$ cat config.mk
export PLATFORM = sky130hd
export DESIGN_NAME = mem_req_ctrl
export DESIGN_NICKNAME = d
export VERILOG_FILES = /design/src/rtl/mem_req_ctrl.sv
export SDC_FILE = /design/constraint.sdc
export NUM_CORES = 1
export LEC_CHECK = 0
export CORE_ASPECT_RATIO = 0.7
export CORE_UTILIZATION = 36
export CTS_CLUSTER_DIAMETER = 200
export DETAILED_ROUTE_END_ITERATION = 10
export GPL_TIMING_DRIVEN = 0
export HOLD_SLACK_MARGIN = 0.08
export PLACE_DENSITY_LB_ADDON = 0.05
export SYNTH_ARGS = -nofsm -noshare
export SYNTH_HDL_FRONTEND = slang
export SYNTH_SLANG_ARGS = --single-unit
$ cat constraint.sdc
create_clock -name clk -period 4.8 [get_ports clk]
set_input_delay 0.96 -clock clk [delete_from_list [all_inputs] [get_ports clk]]
set_output_delay 0.96 -clock clk [all_outputs]
set_load 0.01 [all_outputs]
$ cat src/rtl/mem_req_ctrl.sv
// rtl/mem_req_ctrl.sv - request front-end for a single-port memory with init fill and 2-entry read response buffer
module mem_req_ctrl #(
  parameter int ADDR_WIDTH = 3,
  parameter int DATA_WIDTH = 8,
  parameter logic [DATA_WIDTH-1:0] FILL_DATA = '0
) (
  input  logic                  clk,
  input  logic                  rst,
  input  logic                  fill_start,
  output logic                  fill_busy,
  input  logic                  req_valid,
  output logic                  req_ready,
  input  logic                  req_write,
  input  logic [ADDR_WIDTH-1:0] req_addr,
  input  logic [DATA_WIDTH-1:0] req_wdata,
  output logic                  resp_valid,
  input  logic                  resp_ready,
  output logic [DATA_WIDTH-1:0] resp_data,
  output logic                  mem_wr_en,
  output logic                  mem_rd_en,
  output logic [ADDR_WIDTH-1:0] mem_addr,
  output logic [DATA_WIDTH-1:0] mem_wr_data,
  input  logic [DATA_WIDTH-1:0] mem_rd_data
);

  typedef enum logic {INIT, RUN} state_t;

  localparam logic [ADDR_WIDTH-1:0] LAST_ADDR = '1;

  state_t                  state;
  logic [ADDR_WIDTH-1:0]   fill_cnt;
  logic [1:0]              count;
  logic                    inflight;
  logic [DATA_WIDTH-1:0]   buf0;
  logic [DATA_WIDTH-1:0]   buf1;

  logic                    pop;
  logic                    push;
  logic                    xfer;
  logic                    rd_ok;
  logic [2:0]              occ;

  // Handshake and memory-port drive; everything is forced to its idle value while rst is low
  always_comb begin
    fill_busy   = 1'b1;
    req_ready   = 1'b0;
    resp_valid  = 1'b0;
    resp_data   = '0;
    mem_wr_en   = 1'b0;
    mem_rd_en   = 1'b0;
    mem_addr    = '0;
    mem_wr_data = '0;
    xfer        = 1'b0;
    occ         = {1'b0, count} + {2'b00, inflight};
    pop         = 1'b0;
    rd_ok       = 1'b0;
    push        = inflight;
    if (rst) begin
      resp_valid = (count != 2'd0);
      resp_data  = buf0;
      pop        = resp_valid & resp_ready;
      // a read may go out only if its response is guaranteed a buffer slot
      rd_ok      = occ < ({2'b00, pop} + 3'd2);
      if (state == INIT) begin
        mem_wr_en   = 1'b1;
        mem_addr    = fill_cnt;
        mem_wr_data = FILL_DATA;
      end else begin
        fill_busy = 1'b0;
        req_ready = req_write | rd_ok;
        xfer      = req_valid & req_ready;
        mem_wr_en = xfer & req_write;
        mem_rd_en = xfer & ~req_write;
        if (xfer) begin
          mem_addr    = req_addr;
          mem_wr_data = req_wdata;
        end
      end
    end
  end

  // INIT/RUN sequencing and fill address counter
  always_ff @(posedge clk) begin
    if (!rst) begin
      state    <= INIT;
      fill_cnt <= '0;
    end else if (state == INIT) begin
      if (fill_cnt == LAST_ADDR) begin
        state    <= RUN;
        fill_cnt <= '0;
      end else begin
        fill_cnt <= fill_cnt + 1'b1;
      end
    end else if (fill_start) begin
      state    <= INIT;
      fill_cnt <= '0;
    end
  end

  // Read-response capture into a 2-deep FIFO; buf0 is always the head
  always_ff @(posedge clk) begin
    if (!rst) begin
      count    <= 2'd0;
      inflight <= 1'b0;
      buf0     <= '0;
      buf1     <= '0;
    end else begin
      inflight <= mem_rd_en;
      case ({push, pop})
        2'b11: begin
          if (count == 2'd1) begin
            buf0 <= mem_rd_data;
          end else begin
            buf0 <= buf1;
            buf1 <= mem_rd_data;
          end
        end
        2'b10: begin
          if (count == 2'd0) buf0 <= mem_rd_data;
          else               buf1 <= mem_rd_data;
          count <= count + 2'd1;
        end
        2'b01: begin
          buf0  <= buf1;
          count <= count - 2'd1;
        end
        default: ;
      endcase
    end
  end

endmodule

Word level (Yosys, flattened, before mapping)
Index checks and enable logic that the tools add are counted.
- output and inout port bits: 24
- logic and storage cells: 64
- input port bits: 25
- bits in registers: 23
- reduce and logical (&&, ||, !) cells: 7
- equal/unequal tests: 9
- bitwise logic cells: 6
- add/sub/neg operators: 5
- order comparisons: 1
- multiplexer cells: 30
- operators with widths (cell ; count):
    $mux W8 ; 8
    $pmux W8 S3 ; 1
    $mux W3 ; 6
    $pmux W8 S2 ; 1
    $mux W1 ; 13
    $ne A2 B2 Y1 const B ; 4
    $reduce_bool A2 Y1 ; 3
    $and A1 B1 Y1 ; 4
    $eq A2 B1 Y1 const B ; 2
    $eq A2 B2 Y1 const B ; 2
    $pmux W2 S2 ; 1
    $add A1 B2 Y3 const B ; 1
    $add A2 B1 Y3 ; 1
    $add A3 B1 Y3 const B ; 1
    $eq A3 B3 Y1 const B ; 1
    $lt A3 B3 Y1 ; 1
    $reduce_and A3 Y1 ; 1
    $reduce_bool A3 Y1 ; 1
    $add A2 B1 Y2 const B ; 1
    $logic_not A2 Y1 ; 1
    $reduce_and A2 Y1 ; 1
    $sub A2 B1 Y2 const B ; 1
    $not A1 Y1 ; 1
    $or A1 B1 Y1 ; 1

Longest topological paths before layout
- depth after elaboration: 9
- depth in mapped cells: 9
- mapped depth without buffers: 8

Worst setup path before layout
Ideal clock, no wire load.
- path kind: input-to-output
- from: input resp_ready
- to: output mem_wr_data[0]
- setup slack: 2043 ps
- arrival time: 1797 ps
- buffers on the path: 0
- required time: 3840 ps
- cell stages on the path: 3
- cell sequence: or4b_4 -> a21oi_4 -> and2_1
- cells in the longest elaborated chain, start to end: 8
- RTL lines (item ; RTL line ; text):
    start: declaration ; 17 ; input logic resp_ready,
    $and A1 B1 Y1 ; 61 ; pop = resp_valid & resp_ready;
    $add A1 B2 Y3 ; 63 ; rd_ok = occ < ({2'b00, pop} + 3'd2);
    $lt A3 B3 Y1 ; 63 ;
    $or A1 B1 Y1 ; 70 ; req_ready = req_write | rd_ok;
    $and A1 B1 Y1 ; 71 ; xfer = req_valid & req_ready;
    $mux W8 ; 74 ; if (xfer) begin
    $mux W8 ; 64 ; if (state == INIT) begin
    $mux W8 ; 58 ; if (rst) begin
    end: declaration ; 22 ; output logic [DATA_WIDTH-1:0] mem_wr_data,
No other way between the ends.

Final worst setup path
- from: input rst
- to: output mem_addr[0]
- cells in the longest elaborated chain, start to end: 1
- RTL lines (item ; RTL line ; text):
    start: declaration ; 8 ; input logic rst,
    $mux W3 ; 58 ;
    end: declaration ; 21 ; output logic [ADDR_WIDTH-1:0] mem_addr,
No other way between the ends.

==> flow_summary_export.csv <==
group,metric,value,unit
global_route,overflow,0,
global_route,grt_pass1_vias,1405,
floorplan,die_y,55.56,um
worst_hold_path,hold_depth,2,
place,pre_cts_slack,884.0,ps
power,leakagePower,0.0007607,uW
worst_hold_path,min_from,"buf0[0]",
cts,clock_latency,260,ps
power,power,362.7,uW
synthesis,syn_inst,178,
power,peakVddDrop,0.1343,mV
synthesis,synth_most_common_cell,"dfxtp_1",
synthesis,yosysTopAreaCell,"dfxtp_1",
worst_setup_path,critical-path-top-delay-family,"buffers and inverters",
run,cap_violations,0,
global_route,grt_max_degree,14,
synthesis,synth.area.top_cells,"dfxtp_1 (31%), ha_1 (8.5%), mux2_2 (6.1%), a21oi_1 (5.4%), and2_1 (5.1%)",
synthesis,async_reset_ff_frac,0,
finish,utilization,0.5270,
floorplan,die_x,78.51,um
sta,hold_viol_final,0,
place,dp.cells,278,
synthesis,ys_seq_area_frac,0.3121,
place,hpwl,3014,um
synthesis,ys.flop_type,"dfxtp_1",
synthesis,synth_common_cells,"dfxtp_1 (23), a21oi_1 (16), inv_1 (13)",
cts,cts_max_level,1,
synthesis,yosys.cell_types.count,32,
worst_setup_path,start_kind,"primary input",
sta,clock.fmax,255.0,MHz
worst_setup_path,regToRegSetupSlack,2280,ps
worst_setup_path,cp_data_required_time,3840,ps
sta,final_max_slew_viol_count,0,
drt,vias,1479,
synthesis,synth_area_per_cell,8.287,um2
cts,numCtsBuffers,3,
drt,top_layer,"met3",
power,p_switching,84.10,uW
drt,drtIter0Drc,95,
floorplan,core,3923,um2
finish,nFillCells,384,
synthesis,synth_edf_count,0,
floorplan,initial_utilization,0.3761,
sta,tightest_slew,847.8,ps
worst_hold_path,hold_path.class,"reg2reg",
cts,cts_tree,"built",
power,p_seq_frac,0.541,
drt,route.met2.wl,1867,um
finish,seq_area,460.4,um2
sta,slew-limit-headroom,0.4348,
worst_setup_path,crit_arrival,2960,ps
floorplan,dieArea,4362,um2
cts,clkTransAtPathRegs,80,ps
sta,finalClockSkew,1.247,ps
synthesis,synth_area,1475,um2
finish,area_growth,40.12,%
worst_setup_path,cp_slowest_stage_delay,500,ps
worst_setup_path,criticalPathCategory,"in2out",
sta,finalSetupTns,0,ps
floorplan,io_pins,49,
finish,diodes,0,
finish,instances_no_fill,282,
drt,antenna_left,0,
drt,wl_met1,1927,um
global_route,grt_use_total,0.1903,
cts,post_cts_resized,0,
worst_setup_path,cpMaxStageDelayCell,"clkdlybuf4s50_1",
drt,firstDrtPassIters,4,
floorplan,rows,19,
place,globalplace.congestion,0.7741,
drt,routed_wl,4000,um
place,port_buffers,48,
worst_setup_path,r2r-end,"buf0[1]",
cts,cts_sinks,23,
sta,finalSetupViolCount,0,
sta,period_share,0.8169,
worst_setup_path,worst_setup_path_end_kind,"output pin",
cts,cts_setup_buffers,0,
sta,fin_ws,878.9,ps
drt,drc,0,
synthesis,syn-num-nets,213,
cts,ctsHoldBuffers,0,
power,netSwitchingFraction,0.2319,
synthesis,ys_ff_latch,23,
finish,multi_input_area,925.9,um2
finish,drive_gt1_frac,0.07826,
worst_setup_path,worstPathMaxFanout,10,
worst_setup_path,rr_startpoint,"count[0]",
cts,cts_root_buffer,"clkbuf_8",
outcome,status,"finished, final reports clean",
synthesis,yosys_warnings,0,
drt,viasPerCell,5.245,
worst_setup_path,rr_worst_depth,8,
sta,rsz0062_at_grt,"no",
worst_setup_path,cp_num_buf_inv,5,
worst_hold_path,hold_end,"buf0[0]",
worst_setup_path,crit_path_cell_trace,"clkdlybuf4s50_1, inv_1, clkbuf_1, buf_1, a21oi_1, clkdlybuf4s50_1",
power,clkPwrFrac,0.336,
worst_setup_path,cp_common_cell,"clkdlybuf4s50_1",
global_route,grt_pass1_wl,6486,um
drt,routedWlPerCell,14.18,um
finish,final_nets,266,
synthesis,yosysTopAreaCellShare,0.3121,
power,powerDensity,175.5,nW/um2
power,comb_power_share,0.123,
global_route,antenna_found_initial,0,
drt,wl_met3,205,um
sta,period_minus_slack,3921,ps
power,cellInternalPower,278.6,uW
cts,cts.path.max_buffers,2,
-- tightest hold or removal path, cell delays in order (launching register included) --
cell     delay [ps]
dfxtp_1         300
nand2_1          60
o22ai_1          80
-- power by group through the flow --
stage | Combinational, uW | Sequential [uW] | Clock (uW)
2_1_floorplan | 14.5 | 199 | 0
4_1_cts | 45.0 | 196 | 126
5_1_grt | 48.6 | 196 | 135
3_5_place_dp | 44.8 | 200 | 0
3_3_place_gp | 43.6 | 200 | 0
6_report | 44.6 | 196 | 122
-- metal layers --
layer	track usage	vias to the layer above
met5	0	-
met4	0.04497	0
met3	0.03636	0
met2	0.3031	46
met1	0.2646	697
li1	-	736
-- registers in the layout (all words and copies together) (netlist names) --
register / count
buf0: 8
buf1: 8
fill_cnt: 3
count: 2
inflight: 1
state: 1
-- kinds of logic after synthesis --
| kind of cell | after synthesis | share of synthesized area |
|---|---|---|
| adder cells (fa/ha/maj) | 10 | 0.08482 |
| flip-flops | 23 | 0.3121 |
| multiplexers | 15 | 0.1086 |
| buffers and inverters | 23 | 0.06022 |
| XOR/XNOR | 2 | 0.01188 |
| AND/OR/NAND/NOR | 54 | 0.2010 |
| AO/OA/AOI/OAI | 51 | 0.2214 |
-- layout make-up --
type                            count  area share
Inverter                           13     0.02361
Sequential cell                    23      0.2228
Timing Repair Buffer               48      0.2324
Multi-Input combinational cell    132      0.4479
Clock inverter                      1    0.002421
Tap cell                           52     0.03148
Clock buffer                        3     0.01998
Buffer                             10     0.01937
-- how the worst max path moves through the flow --
stage	cells past startpoint	start	end	slack [ps]
global placement	6	rst	mem_addr[2]	900
CTS	5	resp_ready	mem_wr_data[3]	890
finish	6	rst	mem_addr[0]	880
detailed placement	5	resp_ready	mem_wr_data[3]	880
global route	6	rst	mem_addr[0]	750
floorplan	3	resp_ready	mem_wr_data[0]	2040
-- per-stage QoR --
| stage | hold WS (ps) | instance area (um2) |
|---|---|---|
| after global routing | 519.0 | 2067 |
| after global placement | 470.8 | 2021 |
| after CTS | 492.1 | 2067 |
| final | 489.2 | 2067 |
| after detailed placement | 480.4 | 2021 |
| after floorplan | 454.1 | 1475 |
-- cell usage in the layout (no fill, tap or decap) --
master	netlist	routed
xnor2_1	2	2
a22oi_1	8	8
dfxtp_1	23	23
a21oi_4	1	1
nor2_1	6	6
a22o_1	1	1
buf_2	2	2
inv_1	13	13
or2_2	1	1
nor4b_1	1	1
nand3_1	11	11
o211ai_1	3	3
o21ba_2	1	1
o22ai_1	7	7
clkbuf_8	0	3
nand2_1	10	10
clkdlybuf4s50_1	0	48
clkbuf_1	5	5
and2b_1	2	2
a21oi_1	16	16
a211oi_1	3	3
clkinv_2	0	1
buf_1	3	3
o21bai_1	1	1
o21ai_0	8	8
nor3_1	1	1
ha_1	10	10
a31oi_1	1	1
nand2b_1	8	8
a32oi_1	1	1
or4b_4	1	1
mux2i_1	7	7
nand3b_1	1	1
and2_1	12	12
mux2_2	8	8
No activity file was read; power rests on OpenSTA's default activity.
